==> config.mk <==
export PLATFORM = sky130hd
export DESIGN_NAME = johnson_decoder
export DESIGN_NICKNAME = d
export VERILOG_FILES = /design/src/rtl/johnson_decoder.sv
export SDC_FILE = /design/constraint.sdc
export NUM_CORES = 1
export LEC_CHECK = 0
export ABC_AREA = 1
export CAP_MARGIN = 20
export CORE_MARGIN = 10
export CORE_UTILIZATION = 57
export DETAILED_ROUTE_END_ITERATION = 8
export GPL_ROUTABILITY_DRIVEN = 0
export HOLD_SLACK_MARGIN = 0.03
export PLACE_DENSITY = 0.95
export SKIP_CTS_REPAIR_TIMING = 1
export SYNTH_ARGS = -nofsm -noshare
export SYNTH_HDL_FRONTEND = slang
export SYNTH_SLANG_ARGS = --single-unit
==> constraint.sdc <==
create_clock -name clk -period 6.76 [get_ports clk]
set_input_delay 1.352 -clock clk [delete_from_list [all_inputs] [get_ports clk]]
set_output_delay 1.352 -clock clk [all_outputs]
set_load 0.05 [all_outputs]
==> src/rtl/johnson_decoder.sv <==
// johnson_decoder
//   Receive-side decoder and integrity monitor for a WIDTH-bit Johnson code.
//   Each qualified sample is converted to a state index (0 .. 2*WIDTH-1).
//   The block flags codes that are not Johnson states and, while locked,
//   legal codes that are not the successor of the previous one. Lock is
//   gained after LOCK_COUNT consecutive in-sequence legal samples.
//
// Ports
//   clk          clock, rising edge
//   clear        synchronous active-low reset, overrides code_valid
//   code_valid   sample qualifier
//   code         Johnson code under test
//   index        decoded index of the last legal sample
//   index_valid  pulse: last sample was legal
//   illegal      pulse: last sample was not a Johnson code
//   seq_error    pulse: legal sample, wrong successor while locked
//   locked       level: lock FSM in LOCKED
//   err_count    saturating count of illegal + seq_error events
//
// State table
//   UNLOCKED | building a run of in-sequence legal samples
//   LOCKED   | run reached LOCK_COUNT, every sample checked as successor
module johnson_decoder #(
  parameter int WIDTH      = 4,
  parameter int LOCK_COUNT = 3,
  localparam int IW        = $clog2(2*WIDTH)
) (
  input  logic             clk,
  input  logic             clear,
  input  logic             code_valid,
  input  logic [WIDTH-1:0] code,
  output logic [IW-1:0]    index,
  output logic             index_valid,
  output logic             illegal,
  output logic             seq_error,
  output logic             locked,
  output logic [7:0]       err_count
);

  typedef enum logic {UNLOCKED, LOCKED} state_t;

  localparam logic [WIDTH-1:0] ONE_W    = WIDTH'(1);
  localparam logic [IW-1:0]    LAST_IDX = IW'(2*WIDTH-1);
  localparam logic [3:0]       LOCK_RUN = 4'(LOCK_COUNT);

  state_t       state;
  logic         have_prev;
  logic [3:0]   run;

  logic [WIDTH-1:0] norm;
  logic [WIDTH-1:0] norm_inc;
  logic             legal;
  logic [IW-1:0]    ones;
  logic [IW-1:0]    dec_idx;
  logic [IW-1:0]    succ_idx;
  logic             is_succ;
  logic [3:0]       run_next;

  // Folding codes with MSB set onto their complement turns both legal shapes
  // into an LSB run of ones, so one contiguity test covers the whole table.
  // norm never has its MSB set, so norm+1 cannot wrap.
  always_comb begin
    norm     = code[WIDTH-1] ? ~code : code;
    norm_inc = norm + ONE_W;
    legal    = ((norm & norm_inc) == '0);
    ones     = '0;
    for (int i = 0; i < WIDTH; i++) begin
      ones = ones + IW'(norm[i]);
    end
    dec_idx  = code[WIDTH-1] ? (IW'(WIDTH) + ones) : ones;
  end

  // index always holds the last legal sample, so it doubles as prev.
  always_comb begin
    succ_idx = (index == LAST_IDX) ? '0 : index + IW'(1);
    is_succ  = have_prev && (dec_idx == succ_idx);
    run_next = 4'd1;
    if (is_succ) begin
      run_next = (run == 4'hF) ? 4'hF : run + 4'd1;
    end
  end

  always_ff @(posedge clk) begin
    if (!clear) begin
      state       <= UNLOCKED;
      have_prev   <= 1'b0;
      run         <= 4'd0;
      index       <= '0;
      index_valid <= 1'b0;
      illegal     <= 1'b0;
      seq_error   <= 1'b0;
      locked      <= 1'b0;
      err_count   <= 8'd0;
    end else begin
      index_valid <= 1'b0;
      illegal     <= 1'b0;
      seq_error   <= 1'b0;
      if (code_valid) begin
        if (!legal) begin
          illegal   <= 1'b1;
          state     <= UNLOCKED;
          locked    <= 1'b0;
          run       <= 4'd0;
          have_prev <= 1'b0;
          if (err_count != 8'hFF) err_count <= err_count + 8'd1;
        end else begin
          index_valid <= 1'b1;
          index       <= dec_idx;
          have_prev   <= 1'b1;
          case (state)
            LOCKED: begin
              if (!is_succ) begin
                seq_error <= 1'b1;
                state     <= UNLOCKED;
                locked    <= 1'b0;
                run       <= 4'd1;
                if (err_count != 8'hFF) err_count <= err_count + 8'd1;
              end
            end
            default: begin
              run <= run_next;
              if (run_next >= LOCK_RUN) begin
                state  <= LOCKED;
                locked <= 1'b1;
              end
            end
          endcase
        end
      end
    end
  end

endmodule

==> impl_metrics.csv, run 1 <==
group,metric,value,unit
detailed_routing,viasPerCell,5.40,
synth,async_reset_ff_share,0,%
place,io_buffer_count,21,
synth,synthCells,185,
clock_network,cts_buffer_depth,2,
timing,setup_slack,3000,ps
timing,drv_slew,0,
timing,slew_headroom,65.9,%
die,die-area,0.00483,mm²
clock_network,numCtsBuffers,3,
detailed_routing,route.detailed.drc,0,
detailed_routing,wl,3180,µm
detailed_routing,num_vias,1270,
global_route,grt_pass1_vias,1320,
synth,ys_types,30,
timing,finalHoldViolations,0,
timing,fmax,266,MHz
place,place_hpwl,2600,µm
global_route,grt-ovfl-total,0,
pwr,p_per_area,170,mW/mm²
synth,syn_avg_cell_area,7.55,µm²
global_route,grtUsageTotal,13.8,%
worst_setup_path,worst_setup_path_start_kind,"input port",
die,fp.dieW,69.5,µm
clock_network,cts-root-buf,"clkbuf_4",
synth,syn-num-nets,200,
timing,final.min_clock_period,3760,ps
clock_network,htree_num_levels,1,
synth,seq_area_frac_synth,30.1,%
final_layout,drive_above_1_share,17.4,%
global_route,grt_pass1_wl,5750,µm
pwr,peakVddDrop,0.163,mV
detailed_routing,drt_iter0_markers,73,
synth,yosysWarnings,0,
final_layout,nets,223,
clock_network,clock_latency,300,ps
die,row_count,17,
global_route,grt_max_degree,13,
synth,ys_ff_latch,21,
run_status,status,"completed",
worst_setup_path,crit_required,6950,ps
timing,fin_crit_sh,55.6,%
timing,finClkSkew,0.767,ps
job,cap_violations,0,
worst_setup_path,crit_path_end_kind,"flip-flop",
timing,timing.setup.tns,0,ps
die,num_io_pins,22,
detailed_routing,routedWlPerCell,13.5,µm
detailed_routing,first_pass_iters,4,
worst_hold_path,hold_class,"reg -> reg",
synth,synth_edf_count,0,
final_layout,final_cells,235,
worst_setup_path,cp_max_fo,10,
die,die_h,69.5,µm
timing,rsz0062_at_grt,"false",
place,pre_cts_ws,2700,ps
synth,synthFlopType,"dfxtp_1",
clock_network,clock-sinks,21,
timing,worst_pin_slew,510,ps
place,dp_cells,231,
die,core-area,0.00228,mm²
pwr,p_leak,0.710,nW
global_route,antenna_found_initial,0,
worst_setup_path,critPathKind,"in -> reg",
final_layout,seq_area,420,µm²
detailed_routing,ant_nets,0,
clock_network,cts_tree,"done",
final_layout,diodes,0,
timing,finalSetupViolCount,0,
clock_network,clkTransAtPathRegs,120,ps
synth,netlist_area,0.00140,mm²
final_layout,area_delta_synth_final,18.1,%
worst_setup_path,cp.arrival,3950,ps
die,start_util,61.4,%
final_layout,fillers,160,
final_layout,multi_input_area,860,µm²
sequential cells by signal (all words and copies together), names as in the netlist:
name	flops
err_count	8
index_valid	1
seq_error	1
index	3
have_prev	1
locked	1
illegal	1
run	4
state	1
Yosys cell counts, types with 2 or more instances:
master,instances,area (µm²)
nand3_2,3,30.0
a21oi_1,9,45.0
a21oi_2,5,43.8
o21ai_1,4,20.0
nand2_4,4,45.0
nor2_2,2,12.5
nor3_1,3,15.0
nand2_2,8,50.1
ha_1,7,87.6
nor2_4,3,33.8
nor2_1,17,63.8
nand2_1,38,143
dfxtp_1,21,420
nand3_1,17,85.1
xor2_1,6,52.6
o21ai_0,3,15.0
nand2_8,2,40.0
inv_1,21,78.8
per-stage QoR:
step / utilization [%] / instance area, µm² / power [mW] / hold WS, ps
3_3_place_gp: 71.3 / 1620 / 0.218 / 443
6_report: 72.5 / 1650 / 0.281 / 467
3_5_place_dp: 71.3 / 1620 / 0.223 / 452
5_1_grt: 72.5 / 1650 / 0.300 / 508
2_1_floorplan: - / 1400 / 0.201 / 463
4_1_cts: 72.5 / 1650 / 0.282 / 468
routing by layer:
metal | GRT usage [%] | part of all wire (%) | vias to the layer above
met4 | 7.32 | 3.5 | 0
met1 | 14.6 | 38 | 581
met5 | 0 | 0 | -
met2 | 23.7 | 52 | 37
met3 | 4.56 | 6.6 | 11
li1 | - | - | 641
cells by family after synthesis:
family          count (synthesis)  share of synthesized area, %
fa+ha+maj                       8                          7.70
flops                          21                          30.1
xor+xnor                        7                          4.92
compound gates                 24                          11.4
buf+inv                        27                          8.42
simple gates                   98                          37.5
cells in the final DEF (no fill, tap or decap):
cell / count
nand4_1: 1
nand3_2: 3
inv_4: 1
nand2_2: 8
fa_1: 1
nor2_2: 2
a31oi_4: 1
clkbuf_4: 3
inv_1: 21
xnor2_2: 1
nand2_4: 4
clkdlybuf4s50_1: 21
o21ai_0: 3
a31oi_1: 1
a21oi_1: 9
inv_2: 1
ha_1: 7
clkinv_2: 1
nor2_4: 3
nand2_1: 38
nand3_1: 17
xor2_1: 6
nand2_8: 2
a21oi_2: 5
o211ai_1: 1
o21ai_1: 4
inv_6: 1
nor2_1: 17
dfxtp_1: 21
nor3_1: 3
area by class of cell:
| cell class | count | share of cell area [%] |
|---|---|---|
| clock buffers | 3 | 1.36 |
| clock inverters | 1 | 0.303 |
| inverters | 24 | 5.91 |
| multi-input cells | 137 | 52.1 |
| flip-flops and latches | 21 | 25.5 |
| well taps | 28 | 2.12 |
| repair buffers | 21 | 12.7 |
critical path: stages:
cell and delay (ps):
clkdlybuf4s50_1 720, xnor2_2 180, inv_1 100, ha_1 280, ha_1 200, ha_1 220
inv_1 100, nand2_1 80, nand3_2 120, nand2_4 70, nand2_4 90, nand2_4 70
nand2_8 110, nand2_8 70, nand2_1 110, a21oi_2 70
power by group:
part	internal (mW)	leakage [nW]	total [mW]	switching [mW]
Sequential	0.129	0.171	0.134	0.00467
Clock	0.0221	0.0177	0.0606	0.0385
Combinational	0.0295	0.521	0.0861	0.0567
path summary, 6_finish.rpt:
kind	start	slack (ps)	depth (start not counted)	to
worst min register to register	locked	470	2	locked
worst min-delay path	locked	470	2	locked
worst max-delay path	code[3]	3000	16	err_count[1]
worst max register to register	index[0]	4940	11	err_count[1]
Note: power is estimated with default switching activity, not from simulation.
==> run 2, diff against run 1 <==
- CORE_UTILIZATION: 57 -> 53
- PLACE_DENSITY: 0.95 -> 0.9
- clock period: 6.76 -> 3.9 ns (I/O delays scaled with it)
==> run 2 against run 1 <==
  * Critical path type unchanged
  * Hold slack worse by 7.0 ps
  * Sequential share of layout area hardly changed
  * Clock power is 72% higher
  * Clock skew is 5.5 ps higher
  * Highest routed layer unchanged
  * Cell area is 0.15% higher
  * Largest cell class unchanged
  * Global-route usage is 2.1 points lower
  * Core utilization is 6.4 points lower
  * Sequential power is 74% higher
  * Critical endpoint is now err_count[6]
==> impl_metrics.csv, run 2 (synthesis results as in run 1) <==
group,metric,value,unit
clock_network,htree_num_levels,1,
detailed_routing,num_vias,1230,
pwr,peakVddDrop,0.214,mV
timing,setup_slack,738,ps
detailed_routing,route.detailed.drc,0,
timing,worst_pin_slew,513,ps
final_layout,largest_register_ffs,8,
detailed_routing,viasPerCell,5.19,
place,pre_cts_ws,440,ps
worst_hold_path,whs_path_depth,2,
clock_network,numCtsBuffers,3,
pwr,p_per_area,291,mW/mm²
timing,drv_slew,0,
die,die-area,0.00509,mm²
worst_setup_path,critPathMaxStageDelay,720,ps
die,start_util,55.9,%
final_layout,nets,223,
timing,final.min_clock_period,3160,ps
worst_setup_path,crit_chain,"clkdlybuf4s50_1, xnor2_2, inv_1, ha_1, ha_1, ha_1, inv_1, nand2_1, nand3_2, nand2_4, nand2_4, nand2_4, nand2_8, nand2_8, nand2_1, a21oi_2",
worst_setup_path,cp_slowest_cell,"clkdlybuf4s50_1",
worst_setup_path,crit_path_end_kind,"flip-flop",
die,num_io_pins,22,
worst_hold_path,hold_path_end,"locked",
worst_setup_path,cp_max_fo,10,
global_route,grtUsageTotal,11.7,%
final_layout,drive_above_1_share,17.4,%
final_layout,diodes,0,
timing,finalHoldViolations,0,
global_route,antenna_found_initial,0,
worst_setup_path,r2r_start,"index[0]",
worst_hold_path,hold_start,"locked",
worst_setup_path,critPathKind,"in -> reg",
detailed_routing,wl,2820,µm
die,die_h,71.4,µm
pwr,p_leak,0.710,nW
clock_network,clock_latency,300,ps
timing,fmax,316,MHz
worst_setup_path,timing.rr.end,"err_count[5]",
clock_network,cts_tree,"done",
die,fp.dieW,71.4,µm
detailed_routing,routedWlPerCell,11.9,µm
detailed_routing,drt_iter0_markers,61,
final_layout,post-route-util,66.1,%
place,place_hpwl,2250,µm
worst_setup_path,worst_setup_path_start_kind,"input port",
final_layout,area_delta_synth_final,18.3,%
run_status,status,"completed",
clock_network,clkTransAtPathRegs,120,ps
timing,rsz0062_at_grt,"false",
global_route,grt_pass1_vias,1224,
timing,timing.setup.tns,0,ps
final_layout,reg_top3,"err_count (8), run (4), index (3)",
final_layout,layout_common_cells,"nand2_1 (38), inv_1 (21), dfxtp_1 (21), clkdlybuf4s50_1 (21)",
final_layout,final_common_cell,"nand2_1",
worst_setup_path,path_delay_family,"buffers and inverters",
worst_setup_path,r2r_cells,11,
place,io_buffer_count,21,
die,row_count,18,
worst_setup_path,cp.arrival,3350,ps
clock_network,cts-root-buf,"clkbuf_4",
worst_setup_path,critPathBufInv,3,
die,core-area,0.00250,mm²
timing,finClkSkew,6.31,ps
final_layout,regMostFlops,"err_count",
pwr,power.total,0.482,mW
timing,slew_headroom,65.7,%
global_route,grt_pass1_wl,5160,µm
worst_setup_path,crit_required,4090,ps
worst_setup_path,r2r_setup_slack,2150,ps
timing,finalSetupViolCount,0,
timing,fin_crit_sh,81.1,%
global_route,grt-ovfl-total,0,
global_route,grt_max_degree,13,
job,cap_violations,0,
detailed_routing,first_pass_iters,4,
worst_hold_path,hold_class,"reg -> reg",
timing,whs,460,ps
clock_network,clock-sinks,21,
detailed_routing,ant_nets,0,
clock_network,cts_buffer_depth,2,
==> run 2: cell counts in the layout (fill, tap and decap cells not counted) <==
Identical to the previous run, type by type.
==> run 2: worst max path at each step <==
stage                   endpoint  cells after the start  slack (ps)    start
floorplan           err_count[6]                     16        1190  code[3]
global placement    err_count[6]                     16         520  code[3]
detailed placement  err_count[6]                     16         440  code[3]
CTS                 err_count[6]                     15         770  code[3]
global route        err_count[5]                     15         630  code[3]
finish              err_count[6]                     16         740  code[3]
==> run 2: area by class of cell <==
class / instances / area, µm²
flip-flops and latches: 21 / 420
clock inverters: 1 / 5.00
repair buffers: 21 / 210
well taps: 30 / 37.5
inverters: 24 / 97.6
fillers: 211 / 847
multi-input cells: 137 / 860
clock buffers: 3 / 22.5
==> run 2: per-stage QoR <==
stage                     instances  area (µm²)
after CTS                       237        1650
after floorplan                 185        1400
after detailed placement        233        1630
after global routing            237        1650
final                           237        1650
after global placement          233        1630
==> run 2: routing by layer <==
metal | routed length, µm | global-route usage, % | vias to the layer above
li1 | - | - | 633
met1 | 1210 | 13.3 | 569
met2 | 1450 | 21.1 | 24
met3 | 133 | 2.75 | 4
met4 | 23 | 3.23 | 0
met5 | 0 | 0 | -
==> run 2: worst reg2reg max path, stage by stage (launching register included) <==
cell and delay [ps]:
dfxtp_1 370, ha_1 230, ha_1 300, inv_1 80, nand3_2 90, nand2_4 90, nand2_4 70, nand2_4 90
nand2_8 90, nand2_8 80, nand2_1 50, a21oi_1 130
==> run 2: power by group <==
| group | total [mW] | switching, mW | internal (mW) |
|---|---|---|---|
| Clock | 0.104 | 0.0653 | 0.0383 |
| Sequential | 0.233 | 0.00845 | 0.224 |
| Combinational | 0.146 | 0.0949 | 0.0507 |
==> variant 1: new RTL, config.mk and constraints of run 2 <==
Set the parameter `WIDTH` to 8 (it was 4).
--- a/src/rtl/johnson_decoder.sv
+++ b/src/rtl/johnson_decoder.sv
@@ -21,7 +21,7 @@
 //   UNLOCKED | building a run of in-sequence legal samples
 //   LOCKED   | run reached LOCK_COUNT, every sample checked as successor
 module johnson_decoder #(
-  parameter int WIDTH      = 4,
+  parameter int WIDTH      = 8,
   parameter int LOCK_COUNT = 3,
   localparam int IW        = $clog2(2*WIDTH)
 ) (
Ports: changed (resized code and index); port bits go from 22 to 27. No check against the original RTL was run, so the function may have changed too.
==> variant 1 against run 2 <==
- the run now ends with negative setup slack left
- critical path depth rose by 7
- area after synthesis rose by 23%
- hold slack improved by 30 ps
- wire length rose by 72%
- sequential cell count rose by 1
- worst setup slack got worse by 930 ps
- design area rose by 43%
Power is not compared: it rests on default switching activity, and its combinational part moved more than twofold at a synthesized area within 25%.
==> variant 1: results (changes against run 2) <==
- Detail-routed via count per cell: 5.32 (+2.6%)
- Delay of the slowest critical-path stage: 570 ps (-150 ps)
- Final number of setup-violating endpoints: 15 (+15)
- Run status: finished, violations left
- Post-Synth XOR/XNOR Area: 0.0401 (-0.00918)
- First-pass GRT wire length: 6860 um (+33%)
- Post-DP HPWL: 3140 um (+40%)
- Top post-synthesis cells by count: 78 x nand2_1, 35 x inv_1, 25 x nand3_1
- Placed cell area: 2140 um2 (+32%)
- Share of synthesized cell area in full adder, half adder and majority cells: 0.101 (+0.0235)
- Failing checks: negative setup slack
- Slowest stage cell, crit path: fa_2
- Worst skew pair latency: 320 ps (+20 ps)
- Final clock skew: 6.66 ps (+0.348 ps)
- Dpl ws: -857 ps (-1300 ps)
- Via count of the first global-routing pass: 1588 (+30%)
- Num CTS Buffers: 3 (unchanged)
- Number of DRC markers in iteration 0: 134 (+120%)
- Fin worst setup slack: -190 ps (-928 ps)
- Largest registers in the final layout: err_count (8), index (4), run (4)
- Proportion of layout cells with a drive suffix above 1: 0.261 (+0.0867)
- Detail-routed net length per standard cell: 13.8 um (+16%)
- Nets in the synthesized netlist: 283 (+42%)
- Cell family contributing the most delay on the critical path: adder cells
- Post-layout nets: 331 (+48%)
- Crit-path max FO: 6 (-4)
- Filler cells: 218 (+3.3%)
- Compound-Gate Fraction of Synth Area: 0.0772 (-0.0365)
- Measured slew at the worst slew-check pin: 619 ps (+106 ps)
- Pin count of the biggest net entering global routing: 14 (+1)
==> variant 1: cell types whose count changed in the layout (fill, tap and decap cells not counted), moves of 3 or more <==
cell and change:
nand2_2 +6, dlymetal6s2s_1 +3, nand3_1 +8, nand2_4 +3, inv_2 +6, o21ai_1 -3
buf_4 +18, nand2_1 +31, inv_1 +9, nor2_2 +3
==> variant 1: per-layer routing <==
metal	vias up	routed length, um	GRT usage
met5	-	0	0
li1	914	-	-
met1	859	1940	0.155
met3	20	327	0.0396
met2	76	2430	0.238
met4	0	156	0.0112
==> variant 1: final cells by class <==
cell class	instances	share of cell area
multi-input cells	196	0.527
flip-flops and latches	22	0.187
repair buffers	45	0.178
inverters	40	0.0700
well taps	44	0.0233
clock buffers	4	0.0154
==> variant 1: final timing paths <==
path | end | slack (ps) | from | depth (start not counted)
worst min-delay path | have_prev$_SDFFE_PN0P_ | 490 | have_prev$_SDFFE_PN0P_ | 2
worst min register to register | have_prev$_SDFFE_PN0P_ | 490 | have_prev$_SDFFE_PN0P_ | 2
worst max register to register | locked$_SDFFE_PN0P_ | 1990 | index[1]$_SDFFE_PN0P_ | 12
worst max-delay path | locked$_SDFFE_PN0P_ | -190 | code[7] | 23
==> variant 1: stage by stage <==
stage / util / instances / TNS (ps)
2_1_floorplan: - / 260 / -2220
3_3_place_gp: 0.696 / 342 / -10140
3_5_place_dp: 0.696 / 342 / -11990
4_1_cts: 0.708 / 346 / -6950
5_1_grt: 0.767 / 351 / -3830
6_report: 0.767 / 351 / -1740
==> variant 1: power by group <==
part	switching [mW]	total (mW)	internal, mW	leakage [nW]
registers	0.00889	0.241	0.232	0.179
clock network	0.0736	0.131	0.0571	0.0210
logic	0.184	0.321	0.137	0.902
==> variant 2: new RTL, settings of run 2 <==
Without the edit above. Register the output `err_count` once more, without a reset; this adds one clock of latency there. The other outputs are not delayed to match.
--- a/src/rtl/johnson_decoder.sv
+++ b/src/rtl/johnson_decoder.sv
@@ -42,6 +42,8 @@
   localparam logic [WIDTH-1:0] ONE_W    = WIDTH'(1);
   localparam logic [IW-1:0]    LAST_IDX = IW'(2*WIDTH-1);
   localparam logic [3:0]       LOCK_RUN = 4'(LOCK_COUNT);
+
+  logic [7:0] err_count_s0;
 
   state_t       state;
   logic         have_prev;
@@ -90,7 +92,7 @@
       illegal     <= 1'b0;
       seq_error   <= 1'b0;
       locked      <= 1'b0;
-      err_count   <= 8'd0;
+      err_count_s0 <= 8'd0;
     end else begin
       index_valid <= 1'b0;
       illegal     <= 1'b0;
@@ -102,7 +104,7 @@
           locked    <= 1'b0;
           run       <= 4'd0;
           have_prev <= 1'b0;
-          if (err_count != 8'hFF) err_count <= err_count + 8'd1;
+          if (err_count_s0 != 8'hFF) err_count_s0 <= err_count_s0 + 8'd1;
         end else begin
           index_valid <= 1'b1;
           index       <= dec_idx;
@@ -114,7 +116,7 @@
                 state     <= UNLOCKED;
                 locked    <= 1'b0;
                 run       <= 4'd1;
-                if (err_count != 8'hFF) err_count <= err_count + 8'd1;
+                if (err_count_s0 != 8'hFF) err_count_s0 <= err_count_s0 + 8'd1;
               end
             end
             default: begin
@@ -130,5 +132,9 @@
     end
   end
 
+  always_ff @(posedge clk) begin
+    err_count <= err_count_s0;
+  end
+
 endmodule
 
Check against the original RTL: not equivalent (a bounded check fails within 4 cycles, from zero or initial values).
==> variant 2 against run 2 <==
- power up 52%
- first-iteration DRC count up 3.3%
- synthesized cell count is 4.9% higher
- critical path type unchanged
- worst setup slack improved by 92 ps
- area after synthesis is 16% higher
- combinational power grew 6%
- wire length up 10%
- design area is 17% higher
- sequential cell count grew 8
==> variant 2: results (changes against run 2) <==
- Count of placed standard cells including taps: 243 (+4.3%)
- Share of synthesized cell area in full adder, half adder and majority cells: 0.0666 (-0.0104)
- Combinational logic power: 155 uW (+6%)
- Proportion of layout cells with a drive suffix above 1: 0.255 (+0.0806)
- Run status: completed
- Placed cell area: 1850 um2 (+14%)
- Number of DRC markers in iteration 0: 63 (+3.3%)
- Measured slew at the worst slew-check pin: 498 ps (-15.0 ps)
- Worst hold margin: 407 ps (-53.2 ps)
- Top post-synthesis cells by count: 29 x dfxtp_1, 29 x nand2_1, 21 x inv_1
- Compound-Gate Fraction of Synth Area: 0.0968 (-0.0169)
- Reported leakage power: 0.813 nW (+15%)
- Overall Power: 730 uW (+52%)
- Pin count of the biggest net entering global routing: 12 (-1)
- Post-Synth XOR/XNOR Area: 0.0426 (-0.00664)
- Vias after detailed routing: 1312 (+6.7%)
- Detail Route met2 WL: 1390 um (-4.3%)
- Post-layout nets: 234 (+4.9%)
- Total routed wirelength: 3110 um (+10%)
- Arrival time at the worst endpoint: 3270 ps (-80 ps)
- Nets in the synthesized netlist: 209 (+4.5%)
- GR Layer Usage met2: 0.200 (-0.0108)
- Detail-routed net length per standard cell: 12.4 um (+3.9%)
- Clock-pin slew on the worst setup and hold paths: 80 ps (-40 ps)
- Hold path start: err_count_s0[5]$_SDFFE_PN0P_
- Cells taking the most area after synthesis: dfxtp_1 36%, nand2_1 6.7%, nand2_2 6.2%, a21oi_2 5.4%, ha_1 5.4%
==> variant 2: cell types whose count changed in the layout (fill, tap and decap cells not counted), moves of 3 or more <==
cell	change
a21oi_1	-5
a21oi_2	+5
dfxtp_1	+8
nand2_1	-9
nand2_2	+8
xnor2_1	+3
xor2_1	-3
==> variant 2: how the worst max path moves through the flow <==
stage,end,slack [ps],cells after the start
2_1_floorplan,err_count_s0[2]$_SDFFE_PN0P_,1210,16
3_3_place_gp,err_count_s0[7]$_SDFFE_PN0P_,570,16
3_5_place_dp,err_count_s0[6]$_SDFFE_PN0P_,490,16
4_1_cts,err_count_s0[6]$_SDFFE_PN0P_,830,16
5_1_grt,err_count_s0[6]$_SDFFE_PN0P_,670,16
6_report,err_count_s0[6]$_SDFFE_PN0P_,830,16
==> variant 2: final cells by class <==
class	count	area, um2
Sequential cell	29	581
Fill cell	214	898
Tap cell	31	38.8
Timing Repair Buffer	21	210
Clock inverter	1	30.0
Clock buffer	7	55.1
Inverter	24	95.1
Multi-Input combinational cell	138	921
